--- config.mk ---
export PLATFORM = sky130hd
export DESIGN_NAME = fetch_ctl_ras
export DESIGN_NICKNAME = d
export VERILOG_FILES = /design/src/rtl/fetch_ctl_ras.sv
export SDC_FILE = /design/constraint.sdc
export NUM_CORES = 1
export LEC_CHECK = 0
export ABC_AREA = 1
export BUFFER_PORTS_ARGS = -buffer_cell sky130_fd_sc_hd__buf_4
export CORE_ASPECT_RATIO = 2
export CORE_MARGIN = 10
export CORE_UTILIZATION = 45
export DETAILED_ROUTE_END_ITERATION = 8
export GPL_TIMING_DRIVEN = 0
export HOLD_SLACK_MARGIN = 0.03
export PLACE_DENSITY = 0.71
export SLEW_MARGIN = 10
export SYNTH_ARGS = -nofsm -noshare
export SYNTH_HDL_FRONTEND = slang
export SYNTH_SLANG_ARGS = --single-unit
--- constraint.sdc ---
create_clock -name CLK -period 4.32 [get_ports CLK]
set_input_delay 0.864 -clock CLK [delete_from_list [all_inputs] [get_ports CLK]]
set_output_delay 0.864 -clock CLK [all_outputs]
set_load 0.02 [all_outputs]
--- src/rtl/fetch_ctl_ras.sv ---
// fetch_ctl_ras - instruction-fetch program counter with return-address stack.
//
// Purpose: produces the instruction ROM address. Supports stall, absolute or
// PC-relative conditional branches, call/return through a circular RAS, a
// sticky HALTED state entered when HALT_ADDR retires, and restart via Start.
//
// Ports:
//   CLK        in   clock, all state changes on posedge
//   Init       in   asynchronous active-high reset
//   Stall      in   hold everything this cycle (RUN only)
//   Start      in   restart pulse, honoured in HALTED only
//   Branch_en  in   conditional branch request (taken when FLAG_IN=1)
//   FLAG_IN    in   branch condition
//   Br_rel     in   1: target = PC + signed Target, 0: target = Target
//   Target     in   branch/call target
//   Call_en    in   push PC+1 and jump to Target (always absolute)
//   Ret_en     in   pop RAS into PC
//   PC         out  program counter
//   Halt       out  1 while HALTED
//   Ras_ovf    out  sticky: push while RAS full
//   Ras_unf    out  sticky: pop while RAS empty
module fetch_ctl_ras #(
    parameter int PC_W      = 10,
    parameter int HALT_ADDR = 8,
    parameter int RAS_DEPTH = 4,
    parameter int REL_EN    = 1
) (
    input  logic            CLK,
    input  logic            Init,
    input  logic            Stall,
    input  logic            Start,
    input  logic            Branch_en,
    input  logic            FLAG_IN,
    input  logic            Br_rel,
    input  logic [PC_W-1:0] Target,
    input  logic            Call_en,
    input  logic            Ret_en,
    output logic [PC_W-1:0] PC,
    output logic            Halt,
    output logic            Ras_ovf,
    output logic            Ras_unf
);

    localparam int PTR_W = $clog2(RAS_DEPTH);
    localparam int CNT_W = PTR_W + 1;

    localparam logic [PC_W-1:0]  PC_ZERO  = {PC_W{1'b0}};
    localparam logic [PC_W-1:0]  PC_ONE   = {{(PC_W-1){1'b0}}, 1'b1};
    localparam logic [PC_W-1:0]  HALT_PC  = PC_W'(HALT_ADDR);
    localparam logic [PTR_W-1:0] PTR_ZERO = {PTR_W{1'b0}};
    localparam logic [PTR_W-1:0] PTR_ONE  = {{(PTR_W-1){1'b0}}, 1'b1};
    localparam logic [CNT_W-1:0] CNT_ZERO = {CNT_W{1'b0}};
    localparam logic [CNT_W-1:0] CNT_ONE  = {{(CNT_W-1){1'b0}}, 1'b1};
    localparam logic [CNT_W-1:0] CNT_FULL = CNT_W'(RAS_DEPTH);
    localparam bit               REL_ON   = (REL_EN != 0);

    typedef enum logic {S_RUN = 1'b0, S_HALTED = 1'b1} state_t;

    state_t          state_q, state_d;
    logic [PC_W-1:0] pc_q, pc_d;
    logic            ovf_q, ovf_d;
    logic            unf_q, unf_d;
    logic [CNT_W-1:0] cnt_q, cnt_d;
    // sp points at the slot the next push writes; top of stack is sp-1.
    logic [PTR_W-1:0] sp_q, sp_d;
    logic [PC_W-1:0] ras_q [RAS_DEPTH];
    logic [PC_W-1:0] ras_d [RAS_DEPTH];

    logic [PC_W-1:0] pc_inc_s;
    logic [PTR_W-1:0] top_idx_s;
    logic            taken_s;

    assign pc_inc_s  = pc_q + PC_ONE;
    assign top_idx_s = sp_q - PTR_ONE;
    assign taken_s   = Branch_en & FLAG_IN;

    // Next-state, next-PC and RAS update logic.
    always_comb begin
        state_d = state_q;
        pc_d    = pc_q;
        ovf_d   = ovf_q;
        unf_d   = unf_q;
        cnt_d   = cnt_q;
        sp_d    = sp_q;
        ras_d   = ras_q;
        case (state_q)
            S_RUN: begin
                if (Stall) begin
                    pc_d = pc_q;
                end else if (Ret_en) begin
                    if (cnt_q != CNT_ZERO) begin
                        pc_d  = ras_q[top_idx_s];
                        sp_d  = top_idx_s;
                        cnt_d = cnt_q - CNT_ONE;
                    end else begin
                        pc_d  = pc_inc_s;
                        unf_d = 1'b1;
                    end
                end else if (Call_en) begin
                    // Circular buffer: a push when full lands on the oldest entry.
                    pc_d        = Target;
                    ras_d[sp_q] = pc_inc_s;
                    sp_d        = sp_q + PTR_ONE;
                    if (cnt_q == CNT_FULL) begin
                        ovf_d = 1'b1;
                    end else begin
                        cnt_d = cnt_q + CNT_ONE;
                    end
                end else if (taken_s) begin
                    if (Br_rel && REL_ON) begin
                        pc_d = pc_q + Target;
                    end else begin
                        pc_d = Target;
                    end
                end else if (pc_q == HALT_PC) begin
                    pc_d    = pc_inc_s;
                    state_d = S_HALTED;
                end else begin
                    pc_d = pc_inc_s;
                end
            end
            S_HALTED: begin
                if (Start) begin
                    pc_d    = PC_ZERO;
                    state_d = S_RUN;
                end else begin
                    pc_d = pc_q;
                end
            end
            default: begin
                pc_d    = PC_ZERO;
                state_d = S_RUN;
            end
        endcase
    end

    // State, PC, flag and RAS registers with asynchronous reset.
    always_ff @(posedge CLK or posedge Init) begin
        if (Init) begin
            state_q <= S_RUN;
            pc_q    <= PC_ZERO;
            ovf_q   <= 1'b0;
            unf_q   <= 1'b0;
            cnt_q   <= CNT_ZERO;
            sp_q    <= PTR_ZERO;
            for (int i = 0; i < RAS_DEPTH; i++) begin
                ras_q[i] <= PC_ZERO;
            end
        end else begin
            state_q <= state_d;
            pc_q    <= pc_d;
            ovf_q   <= ovf_d;
            unf_q   <= unf_d;
            cnt_q   <= cnt_d;
            sp_q    <= sp_d;
            for (int i = 0; i < RAS_DEPTH; i++) begin
                ras_q[i] <= ras_d[i];
            end
        end
    end

    assign PC      = pc_q;
    assign Halt    = (state_q == S_HALTED);
    assign Ras_ovf = ovf_q;
    assign Ras_unf = unf_q;

endmodule

# Word-level counts from Yosys, hierarchy flattened
# Index checks and enable logic that the tools add are counted.
# totals
register_bits	58
output_inout_bits	13
elab_cells	69
# op_classes
n_addsub	6
n_lt_le_gt_ge	3
eq_ne	6
n_mux	28
bitwise	7
reduce_logical	9
# op_table
operator	count
10-bit two-way mux	10
40-bit bitwise mux	1
10-bit binary-select mux with 2-bit select	1
10-bit demux with 2-bit select	1
10-bit one-hot mux with 2 select lines	1
3-bit two-way mux	4
4-bit AND reduction	3
10-bit by 1-bit adder with 10-bit output, second input constant	1
10-bit adder	1
10-bit by 4-bit == test with 1-bit output, second input constant	1
5-bit AND reduction	2
3-bit greater-or-equal comparator, second input constant	2
1-bit two-way mux	6
2-bit two-way mux	3
2-bit != test, second input constant	3
2-bit NOT with 3-bit output	2
1-bit NOT	4
3-bit by 1-bit adder with 3-bit output, second input constant	1
3-bit == test, second input constant	1
3-bit by 1-bit < comparator with 1-bit output, second input constant	1
3-bit nonzero test	1
3-bit by 1-bit subtractor with 3-bit output, second input constant	1
2-bit by 1-bit adder with 2-bit output, second input constant	1
2-bit by 1-bit != test with 1-bit output, second input constant	1
6 further kinds	6

# Longest topological paths before layout
# Gate-level depths: netlist of run 1.
# logic_depth
ltp_word	9
depth_mapped	12

# Worst setup path before layout of run 1
# No wires, ideal clock.
# synth_path
kind	input to register
startpoint	input port Target[0]
endpoint	register pc_q[6], in the netlist PC[6]
setup_time_ns	0.066
t_arrival_ns	2.197
slack_ns	2.057
path_stages	10
n_path_buf	0
path_cell_list	ha_1 inv_1 fa_1 nand3b_1 nand2_1 a21oi_1 or2_2 nand3_1 nand2_1 nand2_1
# synth_via
elab_chain_cells	7
# synth_lines
element	line	text
start, declared	35	input logic [PC_W-1:0] Target,
10-bit adder	111	pc_d = pc_q + Target;
10-bit two-way mux	110	if (Br_rel && REL_ON) begin
10-bit two-way mux	109	end else if (taken_s) begin
10-bit two-way mux	99	end else if (Call_en) begin
10-bit two-way mux	90	end else if (Ret_en) begin
10-bit two-way mux	88	if (Stall) begin
10-bit one-hot mux with 2 select lines	86	case (state_q)
end signal, assigned	151	pc_q <= pc_d;
end, declared	60	logic [PC_W-1:0] pc_q, pc_d;
# Every way passes these cells. The select of a mux whose other input is x is not followed.
# A chain may end at the register's enable or synchronous reset.

# Worst setup path after layout of run 1
# layout_path
startpoint	register sp_q[0]
endpoint	register pc_q[2], in the netlist PC[2]
# layout_via
elab_chain_cells	9
# layout_lines
element	line	text
start, declared	65	logic [PTR_W-1:0] sp_q, sp_d;
start signal, assigned	155	sp_q <= sp_d;
2-bit by 1-bit subtractor with 2-bit output	74	assign top_idx_s = sp_q - PTR_ONE;
named net top_idx_s[0]	70	logic [PTR_W-1:0] top_idx_s;
2-bit NOT with 3-bit output (implied by the code)	92	pc_d = ras_q[top_idx_s];
10-bit binary-select mux with 2-bit select	92	
10-bit two-way mux (implied by the code) (2 in series)	92	
10-bit two-way mux	91	if (cnt_q != CNT_ZERO) begin
10-bit two-way mux	90	
10-bit two-way mux	88	
10-bit one-hot mux with 2 select lines	86	
# The timed path passes the listed nets, and every way through them passes these cells. The select of a mux whose other input is x is not followed.

==> flow_summary.ini, run 1 <==
[sta]
clock_skew_ns = 0.00553
slew_headroom_pct = 47.8
worst_pin_slew_ns = 0.783
rsz0062_at_grt = false
finalHoldViolCount = 0
finalCritPeriodShare_pct = 55.1
fmax_ghz = 0.420
period_minus_slack_ns = 2.38
fin_setup_tns_ns = 0
finalSetupViolations = 0
slew_violations = 0
fin_hold_ws_ns = 0.481

[worst_setup_path]
arrival_ns = 2.58
crit_fanout = 11
critPathCaptureType = register
r2r_start = sp_q[0]
ff2ff_path_depth = 10
r2r-end = PC[2]
r2r_setup_slack_ns = 1.94
cp-start-kind = register
worstSetupPathType = register to register
cp.required_ns = 4.52

[clocking]
cts_buffers = 9
clk_pin_slew_ns = 0.05
clock-sinks = 58
post_cts_resized = 0
hold_buffers = 0
cts-root-buf = clkbuf_16
clkLatencyLatePin_ns = 0.33
postCtsSetupBuffers = 0
cts_buffer_depth = 2
cts_tree = yes
htree_num_levels = 3

[power]
p_int_mw = 1.91
p_clk_share_pct = 24.5
p_sw_mw = 1.45
power_per_cell_area_mw_per_mm2 = 782
p_total_mw = 3.36
p_leak_nw = 2.11
p_seq_share_pct = 29.9
swShare_pct = 43.2
irDropWorstVdd_uv = 369
combinationalPowerShare_pct = 45.6

[placement]
hpwlAfterDp_um = 7960
place.gp.congestion = 0.910
io_buffers = 30

[floorplan]
num_io_pins = 32
placement_rows = 46
core_area_mm2 = 0.00789
start_util_pct = 45.6
dieArea_mm2 = 0.0122
die_h_um = 146
die_w_um = 83.2

[hold_path]
hp-class = register to register
hold_start = ras_q[13]
whs_endpoint = ras_q[13]
hold_path_depth = 2

[routing]
vias = 3437
wirelength_um = 10200
drtIter0Drc = 317
first_pass_iters = 5
via_per_inst = 5.54
ant_nets = 0
wl_per_cell_um = 16.5
drcViolationCount = 0

[synthesis]
synth-seq-cells = 58
yosysWarnings = 0
netlist_area_mm2 = 0.00359
syn_nets = 513
synth_cell_types = 39
syn_area_per_cell_um2 = 7.53
syn_inst = 477
ys_seq_area_share_pct = 40.4

[cells_and_area]
syn2layout_area_growth_pct = 19.7
drive_gt1_share_pct = 16.2
diodes = 0
nNetsFinal = 555
fillers = 729
seqCellArea_mm2 = 0.00145
multi_input_area_mm2 = 0.00189

[global_routing]
grtUsageMet1_pct = 15.9
grt_use_met3_pct = 2.79
overflow = 0
grt_pass1_vias = 3484
grt_util_met2_pct = 30.8
grt_most_used_layer = met2
grt_max_degree = 40
grt_pass1_wl_um = 16700
antenna_found_initial = 0
grt_use_total_pct = 16.8

[flow_run]
cap_violations = 0

[status]
status = finished, final reports clean
-- Yosys cell counts (all sizes together) --
library cell	count	area (um^2)
fa	2	40.0
nor3	4	41.3
buf	14	76.3
o22ai	1	6.26
nand4	5	31.3
o211ai	2	15.0
nor4	1	6.26
a22oi	1	7.51
mux2	2	22.5
xor2	7	61.3
o21ai	74	374
nand3	25	135
o21bai	5	37.5
clkinv	2	7.51
a21oi	25	129
dfrtp	58	1450
nand2	134	526
a31o	1	8.76
a22o	1	8.76
ha	15	188
inv	44	165
a31oi	1	6.26
a21o	1	7.51
nor2	43	171
nand3b	2	15.0
xnor2	4	35.0
or2	3	18.8
-- how the worst max path moves through the flow --
stage	start	to	slack (ns)	cells after the start
2_1_floorplan	Init	Halt	2.03	1
3_3_place_gp	Init	PC[9]	1.31	2
3_5_place_dp	Target[0]	PC[6]	1.71	11
4_1_cts	sp_q[0]	PC[2]	2.02	10
5_1_grt	sp_q[0]	PC[2]	1.83	10
6_report	sp_q[0]	PC[2]	1.94	10
-- cell type report --
class,count,share of cell area (%)
tap,96,2.79
clock inverter,7,2.73
clock buffer,9,5.24
inverter,46,4.02
sequential,58,33.8
timing repair buffer,31,5.70
buffer,14,1.77
multi-input combinational,359,44.0
-- state kept, by name, summed over array words and instances (netlist names) --
signal / cells
ras_q: 40
PC: 10
cnt_q: 3
sp_q: 2
Halt: 1
Ras_ovf: 1
Ras_unf: 1
-- through the flow --
step | area, um^2 | cells | util, % | setup WS, ns
after floorplan | 3590 | 477 | - | 2.03
after global placement | 3940 | 603 | 49.9 | 1.31
after detailed placement | 3960 | 604 | 50.2 | 1.71
after CTS | 4300 | 620 | 54.5 | 2.02
after global routing | 4300 | 620 | 54.5 | 1.83
final | 4300 | 620 | 54.5 | 1.94
-- cells in the final DEF, fill, tap and decap left out, types with 2 or more instances in the layout --
master	synthesis	routed
a21oi_1	24	24
buf_2	13	13
buf_4	0	30
bufinv_16	0	3
clkbuf_16	0	9
clkinv_1	2	2
clkinvlp_4	0	3
dfrtp_1	58	58
fa_1	2	2
ha_1	15	15
inv_1	43	42
inv_2	1	2
mux2_2	2	2
nand2_1	127	127
nand2_2	6	6
nand3_1	23	23
nand3_2	2	2
nand3b_1	2	2
nand4_1	5	5
nor2_1	41	41
nor3_2	2	2
o211ai_1	2	2
o21ai_0	69	69
o21ai_1	4	4
o21bai_1	5	5
or2_2	3	3
xnor2_1	4	4
xor2_1	7	7
-- critical path, cell delays in order (launching register included) --
cell	delay, ns
dfrtp_1	0.42
inv_1	0.10
buf_2	0.22
ha_1	0.40
clkinv_1	0.33
a21oi_1	0.22
o21ai_0	0.11
o21ai_0	0.13
nand2_1	0.12
o21ai_0	0.09
o21ai_0	0.11
-- per-layer routing --
metal	part of all wire, %	vias up
li1	-	1646
met1	36	1629
met2	55	121
met3	3.7	41
met4	5.6	0
met5	0	-
-- power groups by stage --
stage	clock, mW	sequential [mW]	combinational, mW
finish	0.823	1.00	1.53
global route	0.847	1.04	1.72
CTS	0.823	1.00	1.52
detailed placement	0	1.01	1.51
global placement	0	0.990	1.47
floorplan	0	1.02	1.01
-- kinds of logic after synthesis --
kind of cell    share of synthesized area, %
simple gates                            26.3
compound gates                          16.7
buf+inv                                 6.93
flops                                   40.4
fa+ha+maj                               6.34
xor+xnor                                2.68
mux                                    0.627
Note: power is estimated with default switching activity, not from simulation.
==> run 2, diff against run 1 <==
- PLACE_DENSITY: 0.71 -> 0.73
- clock period: 4.32 -> 2 ns (I/O delays scaled with it)
==> run 2 against run 1 <==
Against the previous run: global-route usage rose by 0.55 points; hold slack lost 0.38 ns; routed wire length is 3.6% higher; final cell count rose by 0.32%; fmax rose by 29%; sequential share of layout area about the same; non-clock buffer count is 2 higher; first-iteration DRC count fell by 19%; critical path depth did not move.
==> flow_summary.ini, run 2 (synthesis gave the netlist of run 1 again) <==
[worst_setup_path]
path_buf_inv = 1
slowest_stage = dfrtp_1
crit_top_cell = nand2_1
worstSetupPathType = register to register
cp-start-kind = register
crit_fanout = 4
cp.required_ns = 2.26
critPathCaptureType = register
cpLargestDelayFamily = simple AND/OR/NAND/NOR gates
arrival_ns = 2.10
critPathMaxStageDelay_ns = 0.38
cp_cell_sequence = ha_4 > inv_1 > fa_2 > nand3b_1 > nand2_2 > a21oi_1 > or2_2 > nand3_1 > nand2_1 > nand2_1

[routing]
wirelength_um = 10600
drcViolationCount = 0
ant_nets = 0
vias = 3456
wl_per_cell_um = 17.1
via_per_inst = 5.56
drtIter0Drc = 256
first_pass_iters = 5

[cells_and_area]
syn2layout_area_growth_pct = 20.0
multi_input_area_mm2 = 0.00193
largest_register = ras_q
final_cell_mix = 126 x nand2_1, 69 x o21ai_0, 57 x dfrtp_1, 42 x inv_1, 41 x nor2_1
fin_util_pct = 54.6
fillers = 727
largest_reg_flops = 40
design_area_mm2 = 0.00431
final_common_cell = nand2_1
nNetsFinal = 557
seqCellArea_mm2 = 0.00145
drive_gt1_share_pct = 17.5
diodes = 0

[floorplan]
num_io_pins = 32
die_w_um = 83.2
core_area_mm2 = 0.00789
die_h_um = 146
start_util_pct = 45.6
placement_rows = 46
dieArea_mm2 = 0.0122

[clocking]
cts_tree = yes
clkLatencyLatePin_ns = 0.33
clock-sinks = 58
clk_pin_slew_ns = 0.05
cts-root-buf = clkbuf_16
htree_num_levels = 3
cts_buffer_depth = 2
hold_buffers = 0
cts_buffers = 9

[sta]
slew_headroom_pct = 45.6
fmax_ghz = 0.543
worst_pin_slew_ns = 0.816
rsz0062_at_grt = false
period_minus_slack_ns = 1.84
timing.final.ws_setup_ns = 0.160
clock_skew_ns = 0.00634
slew_violations = 0
finalHoldViolCount = 0
finalCritPeriodShare_pct = 92.0
finalSetupViolations = 0

[global_routing]
overflow = 0
grt_pass1_wl_um = 17300
grt_pass1_vias = 3570
grt_use_total_pct = 17.3
grt_max_degree = 39
antenna_found_initial = 0

[placement]
place.gp.congestion = 0.908
post_dp_cell_area_mm2 = 0.00396
io_buffers = 30
pre_cts_slack_ns = -0.227
hpwlAfterDp_um = 7960

[hold_path]
hp-class = input pin to async pin

[power]
power_per_cell_area_mw_per_mm2 = 1660
irDropWorstVdd_uv = 877
p_leak_nw = 2.10

[status]
status = finished, final reports clean

[flow_run]
cap_violations = 0
==> run 2: changes by cell type in the layout (fill, tap and decap cells not counted), moves of 2 or more <==
cell,before,now
buf_2,13,11
buf_4,30,33
bufinv_16,3,1
clkbuf_1,0,2
ha_1,15,13
ha_4,0,2
==> run 2: what timing repair did <==
action	in CTS	in global routing
endpoints found under the setup margin	10	7
setup buffers	1	1
gates resized for setup	8	5
==> run 2: worst paths after layout <==
kind / from / to / slack, ns / cells past startpoint
setup / recovery: PC[0] / PC[6] / 0.16 / 10
hold / removal: Init / sp_q[1] / 0.10 / 2
setup reg to reg: PC[0] / PC[6] / 0.16 / 10
hold reg to reg: ras_q[4] / ras_q[4] / 0.48 / 2
max in group asynchronous: Init / PC[7] / 1.30 / 3
min in group CLK: Start / Halt / 0.27 / 2
==> run 2: routing by layer <==
metal	global-route usage, %	share of wire [%]	up-vias
met1	16.7	36	1636
met3	2.95	2.9	46
met5	0	0	-
met2	31.9	55	120
li1	-	-	1654
met4	12.4	6.0	0
==> run 2: final cells by class <==
type                       instances  area share (%)
sequential                        58            33.7
clock buffer                      11            5.40
clock inverter                     5            1.28
timing repair buffer              33            6.04
multi-input combinational        359            44.7
buffer                            14            1.97
inverter                          46            4.12
tap                               96            2.79
==> run 2: through the flow <==
stage	TNS (ns)	total power, mW	hold WS (ns)	std cells
6_report	0	7.16	0.105	622
5_1_grt	0	7.72	0.126	622
4_1_cts	0	7.06	0.116	621
3_5_place_dp	-1.18	5.42	0.462	604
3_3_place_gp	-34.74	5.33	0.461	603
2_1_floorplan	0	4.38	0.448	477
==> run 2: worst reg2reg max path, delay by kind of cell, from the launching register on <==
| kind | cells | cell delay [ns] |
|---|---|---|
| AO/OA/AOI/OAI | 1 | 0.08 |
| flip-flops | 1 | 0.38 |
| AND/OR/NAND/NOR | 6 | 0.75 |
| buffers and inverters | 1 | 0.06 |
| adder cells (fa/ha/maj) | 2 | 0.52 |
==> run 2: power by group <==
group	total (mW)	internal [mW]	switching, mW
clock network	1.50	0.959	0.543
logic	3.49	1.32	2.18
registers	2.16	1.72	0.448
